`config.mk`:
```
export PLATFORM = sky130hd
export DESIGN_NAME = fir_filter_param
export DESIGN_NICKNAME = d
export VERILOG_FILES = /design/src/rtl/fir_filter_param.sv
export SDC_FILE = /design/constraint.sdc
export NUM_CORES = 2
export LEC_CHECK = 0
export ABC_AREA = 1
export CORE_AREA = 2 2 213 215
export DETAILED_ROUTE_END_ITERATION = 8
export DIE_AREA = 0 0 215 217
export HOLD_SLACK_MARGIN = 0.06
export PLACE_DENSITY_LB_ADDON = 0.15
export SLEW_MARGIN = 10
export SYNTH_ARGS = -nofsm -noshare
export SYNTH_HDL_FRONTEND = slang
export SYNTH_SLANG_ARGS = --single-unit
export TNS_END_PERCENT = 10
```
`constraint.sdc`:
```
create_clock -name clk -period 13.2 [get_ports clk]
set_input_delay 2.64 -clock clk [delete_from_list [all_inputs] [get_ports clk]]
set_output_delay 2.64 -clock clk [all_outputs]
set_load 0.1 [all_outputs]
```
`src/rtl/fir_filter_param.sv`:
```
// Parametrised signed streaming direct-form FIR with runtime-writable coefficients,
// full-precision accumulation, round-half-up and saturation to the sample width.
module fir_filter_param #(
  parameter int DATA_W   = 16,
  parameter int COEF_W   = 8,
  parameter int TAPS     = 4,
  parameter int FRAC     = 7,
  parameter int COEF_RST = 32
) (
  input  logic                       clk,
  input  logic                       reset,
  input  logic                       in_valid,
  input  logic signed [DATA_W-1:0]   data_in,
  input  logic                       coef_wr_en,
  input  logic [$clog2(TAPS)-1:0]    coef_addr,
  input  logic signed [COEF_W-1:0]   coef_wr_data,
  output logic                       out_valid,
  output logic signed [DATA_W-1:0]   data_out,
  output logic                       out_sat
);

  localparam int AW     = $clog2(TAPS);
  localparam int PROD_W = DATA_W + COEF_W;
  localparam int ACC_W  = DATA_W + COEF_W + AW;

  localparam logic signed [ACC_W:0] HALF = {{ACC_W{1'b0}}, 1'b1} << (FRAC - 1);
  localparam logic signed [ACC_W:0] MAXV = {{(ACC_W + 1 - DATA_W){1'b0}}, 1'b0, {(DATA_W - 1){1'b1}}};
  localparam logic signed [ACC_W:0] MINV = {{(ACC_W + 1 - DATA_W){1'b1}}, 1'b1, {(DATA_W - 1){1'b0}}};

  logic signed [COEF_W-1:0] r_coef [0:TAPS-1];
  logic signed [DATA_W-1:0] r_dly  [1:TAPS-1];
  logic                     r_out_valid;
  logic signed [DATA_W-1:0] r_data_out;
  logic                     r_sat;

  logic signed [DATA_W-1:0] w_x    [0:TAPS-1];
  logic signed [PROD_W-1:0] w_prod [0:TAPS-1];
  logic signed [ACC_W-1:0]  w_acc;
  logic signed [ACC_W:0]    w_rnd;
  logic signed [ACC_W:0]    w_r;
  logic signed [DATA_W-1:0] w_sat_data;
  logic                     w_sat;
  logic                     w_addr_ok;

  // Tap 0 is the live input so a sample is filtered in the cycle it arrives.
  for (genvar gi = 0; gi < TAPS; gi++) begin : g_tap
    if (gi == 0) begin : g_live
      assign w_x[gi] = data_in;
    end else begin : g_hist
      assign w_x[gi] = r_dly[gi];
    end
    assign w_prod[gi] = w_x[gi] * r_coef[gi];
  end

  if ((1 << AW) == TAPS) begin : g_addr_pow2
    assign w_addr_ok = 1'b1;
  end else begin : g_addr_npow2
    assign w_addr_ok = (coef_addr < AW'(TAPS));
  end

  always_comb begin
    w_acc = '0;
    for (int k = 0; k < TAPS; k++) begin
      w_acc = w_acc + {{(ACC_W - PROD_W){w_prod[k][PROD_W-1]}}, w_prod[k]};
    end
  end

  // One guard bit keeps the rounding add from wrapping at the accumulator extreme.
  assign w_rnd = {w_acc[ACC_W-1], w_acc} + HALF;
  assign w_r   = w_rnd >>> FRAC;

  always_comb begin
    w_sat      = 1'b0;
    w_sat_data = w_r[DATA_W-1:0];
    if (w_r > MAXV) begin
      w_sat      = 1'b1;
      w_sat_data = {1'b0, {(DATA_W - 1){1'b1}}};
    end else if (w_r < MINV) begin
      w_sat      = 1'b1;
      w_sat_data = {1'b1, {(DATA_W - 1){1'b0}}};
    end
  end

  always_ff @(posedge clk) begin
    if (reset) begin
      for (int k = 0; k < TAPS; k++) r_coef[k] <= COEF_W'(COEF_RST);
      for (int k = 1; k < TAPS; k++) r_dly[k] <= '0;
      r_out_valid <= 1'b0;
      r_data_out  <= '0;
      r_sat       <= 1'b0;
    end else begin
      if (coef_wr_en && w_addr_ok) begin
        r_coef[coef_addr] <= coef_wr_data;
      end
      r_out_valid <= in_valid;
      if (in_valid) begin
        r_dly[1] <= data_in;
        for (int k = 2; k < TAPS; k++) r_dly[k] <= r_dly[k-1];
        r_data_out <= w_sat_data;
        r_sat      <= w_sat;
      end
    end
  end

  assign out_valid = r_out_valid;
  assign data_out  = r_data_out;
  assign out_sat   = r_sat;

endmodule
```
# Yosys cells after proc, flatten, opt, wreduce, memory -nomap -nowiden
# Memories as Yosys holds them, arrays and structs flattened.
# Index checks and enable logic that the tools add are counted.
[word_totals]
register_bits = 18
mem_bits_rw = 80
input_bits = 30
out_inout_bits = 18
elab_cells = 37
memories = 2
[memory_table]
columns = ["memory", "words", "width", "rd", "rd_clocked_by_memory_dff", "write_ports", "line_no", "source"]
rows = [
  ["r_dly", 3, 16, 3, 0, 3, "31", "logic signed [DATA_W-1:0] r_dly [1:TAPS-1];"],
  ["r_coef", 4, 8, 4, 0, 4, "30", "logic signed [COEF_W-1:0] r_coef [0:TAPS-1];"],
]
[classes]
addsub = 4
multipliers = 4
order_cmp = 2
mux = 18
bitwise = 3
reduce_logical = 1
[op_table]
columns = ["cell", "count"]
rows = [
  ["$mul 16x8->24", 4],
  ["$mux 16", 5],
  ["$add 26x8->27 const B", 1],
  ["$add 25x24->26", 1],
  ["$add 26x26->26", 1],
  ["$add 24x24->25", 1],
  ["$gt 20x16->1 const B", 1],
  ["$lt 20x16->1 const B", 1],
  ["$mux 1", 11],
  ["$mux 8", 1],
  ["$reduce_or 8->1", 1],
  ["$or 1x1->1", 3],
  ["$mux 2", 1],
]

# Longest topological paths before layout
# An unclocked memory read counts as a cell.
[logic_depth]
word_depth = 9
ltp_mapped = 60

# Least setup slack after synthesis
# OpenSTA, ideal clock, no wires.
[synth_path]
kind = "reg-to-reg"
start = "mem r_coef[3][2]"
end = "reg r_data_out[10], in the netlist data_out[10]"
setup_ns = 0.121
arrival_time_ns = 9.246
setup_slack_ns = 3.833
stages_incl_launch_ff = 54
period_less_slack_ns = 9.367
cell_sequence = "edfxtp_1 -> clkbuf_1 -> clkbuf_1 -> nand2_1 -> fa_1 -> fa_1 -> inv_1 -> fa_1 -> fa_1 -> ha_1 -> inv_1 -> nor3_1 -> nand2_1 -> nand2_1 -> a21oi_1 -> o21bai_1 -> a21oi_1 -> o21bai_1 -> (+18 left out) -> nand2_1 -> nor2_1 -> nand2_1 -> nor2_1 -> nand2_1 -> nand4_1 -> nand2_1 -> nor2_1 -> clkinv_1 -> nor2_2 -> nand4_1 -> nand2_1 -> nand2_1 -> nor2_1 -> nand2_1 -> nand3_2 -> buf_6 -> nand3_1"
[synth_lines]
columns = ["element", "line_no", "source"]
rows = [
  ["start: declaration", "30", ""],
  ["end signal: assignment", "99", "r_data_out <= w_sat_data;"],
  ["end: declaration", "33", "logic signed [DATA_W-1:0] r_data_out;"],
]

==> results.toml <==
[worst_setup_path]
r2r_slack_ns = 2.34
startpoint_type = "register"
cpPeakStageDelay_ns = 0.53
critical_path.top_delay_family = "adder cells"
r2r_start = "r_coef[3][7]"
path_common_cell = "nand2_1"
crit_path_end_kind = "register"
critPathRequiredTime_ns = 13.47
cp_slowest_cell = "fa_1"
crit_fanout = 17
r2r-end = "data_out[8]"
path_buf_inv = 8
ff2ff_path_depth = 50
crit_start = "r_coef[3][7]"
cp_num_cells = 50
crit_arrival_ns = 11.14
crit_type = "register to register"
endpoint = "data_out[8]"

[logic_synthesis]
yosys_register_bits = 98
synth_top_flop_cell = "edfxtp_1"
synth.area.mux_share_pct = 0
synth_compound_area_share_pct = 1.869
synth-simple-area-share_pct = 16.12
avgSynthCellArea_um2 = 8.081
synth_top_family_by_area = "adder cells"
synth_seq_area_share_pct = 11.22
synthAdderAreaFrac_pct = 51.38
synth_cell_type_count = 42
syn_nets = 3769
synthXorXnorAreaFrac_pct = 1.737
ys.warnings.count = 0
syn_area_um2 = 24630
netlist_instances = 3048
synth_edf_count = 80
synthArstFlopShare_pct = 0

[timing]
fin_ws_ns = 2.337
skew_ns = 0.01258
finalSetupViolations = 0
whs_ns = 0.4726
worstMarginPinSlew_ns = 1.055
rsz0062_at_grt = "no"
drv_slew = 0
max_freq_mhz = 92.05
fin_crit_ns = 10.86
tns_ns = 0
slew_headroom_pct = 28.90
hold_viol = 0
finalCritPeriodShare_pct = 82.30

[hold_path]
min_from = "data_out[15]"
hp-class = "register to register"

[finish]
n_fill_cell = 4189
final_cell_mix = "inv_1, nand2_1, fa_1"
diodes = 0
layout-drive-gt1-share_pct = 2.248
regArea_um2 = 2763
fin_nets = 3696
multi_input_area_um2 = 17520
mostFrequentLayoutCell = "inv_1"
syn2layout_area_growth_pct = 4.155

[clock_network]
cts_setup_buffers = 0
root_buffer = "clkbuf_16"
clockBufferDepth = 2
cts.clk_slew.worst_paths_ns = 0.09
cts_buffers = 9
worstSkewPairLatency_ns = 0.40
h-tree-depth = 3
cts_hold_buf = 0
ctsResizeCount = 0
cts_sinks = 98
cts_tree = "done"

[die]
dieArea_um2 = 46660
initial_core_util_pct = 55.11
fp.coreArea_um2 = 44700
fp.dieH_um = 217
ioPinCount = 48
rows = 78
die_x_um = 215

[drt]
met3_length_um = 3353
ant_nets = 0
wl_met2_um = 31170
wl_um = 61950
drt_pass1_iterations = 5
drc = 0
wl_met1_um = 24990
drt_iter0_markers = 1068
vias = 18010
vias_per_cell = 5.031
top_layer_used = "met4"
wire_per_inst_um = 17.30

[placed_design]
post-dp-hpwl_um = 52620
port_buffers = 47
gp_congestion = 0.9328
dp_slack_ns = 2.509

[grt]
grt_pass1_vias = 20140
grt_antenna_before_repair = 0
grt_pass1_wl_um = 104100
grt_overflow = 0
grt_max_degree = 46
grt_usage_pct = 28.92

[run_status]
status = "complete, no violations"

[flow_run]
drv_cap = 0
==> worst min-delay path by stage <==
stage	to	slack (ns)	cells past startpoint
6_report	data_out[15]	0.47	2
5_1_grt	data_out[12]	0.50	2
3_5_place_dp	data_out[0]	0.45	2
3_3_place_gp	data_out[0]	0.46	2
2_1_floorplan	r_dly[0][39]	0.71	3
4_1_cts	data_out[0]	0.47	2
==> synth_stat cells (all sizes together), types with 2 or more instances <==
master,count,area share (%)
inv,1014,15
nand2,705,11
fa,534,43
ha,157,8.0
nor2,153,2.4
clkbuf,128,2.0
edfxtp,80,9.8
nand3,71,1.7
a21oi,45,0.91
xor2,27,0.99
o21ai,26,0.53
xnor2,21,0.75
dfxtp,18,1.5
nand4,18,0.48
nor3,15,0.30
buf,7,0.23
nand3b,6,0.18
o21bai,4,0.12
or2,4,0.10
a21o,2,0.061
a31oi,2,0.051
clkinv,2,0.030
o31ai,2,0.061
==> metrics by stage <==
step                      util (%)  instances  area (um^2)
after floorplan                  -       3048        24630
after detailed placement     56.71       3564        25350
after CTS                    57.40       3580        25650
after global placement       56.71       3564        25350
final                        57.40       3580        25650
after global routing         57.40       3580        25650
==> cell type report <==
cell class,instances,area share [%]
inverters,1016,14.87
well taps,600,2.926
clock inverters,7,0.3170
repair buffers,51,1.951
multi-input cells,1799,68.29
clock buffers,9,0.8779
flip-flops and latches,98,10.77
==> metal layers <==
layer / global-route usage [%] / vias up
li1: - / 8341
met1: 37.09 / 9066
met2: 51.06 / 489
met3: 3.145 / 115
met4: 10.53 / 0
met5: 0 / -
==> sequential cells by signal (all words and copies together), names as in the netlist <==
signal     cells
data_out      16
out_sat        1
out_valid      1
r_coef        32
r_dly         48
==> worst reg2reg max path, delay by kind of cell (launching register included) <==
family	cells	cell delay, ns
adder cells (fa/ha/maj)	12	5.13
XOR/XNOR	1	0.34
flip-flops	1	0.36
AO/OA/AOI/OAI	5	0.78
buffers and inverters	8	0.92
AND/OR/NAND/NOR	24	3.22
==> kinds of logic (layout without fill, tap and decap cells) <==
group	after synthesis	after routing
AO/OA/AOI/OAI	85	85
XOR/XNOR	48	48
buffers and inverters	1151	1083
flip-flops	98	98
AND/OR/NAND/NOR	975	975
adder cells (fa/ha/maj)	691	691
Power is not shown: default switching activity piles up to over one toggle a cycle in this logic, so the estimate is an artifact.
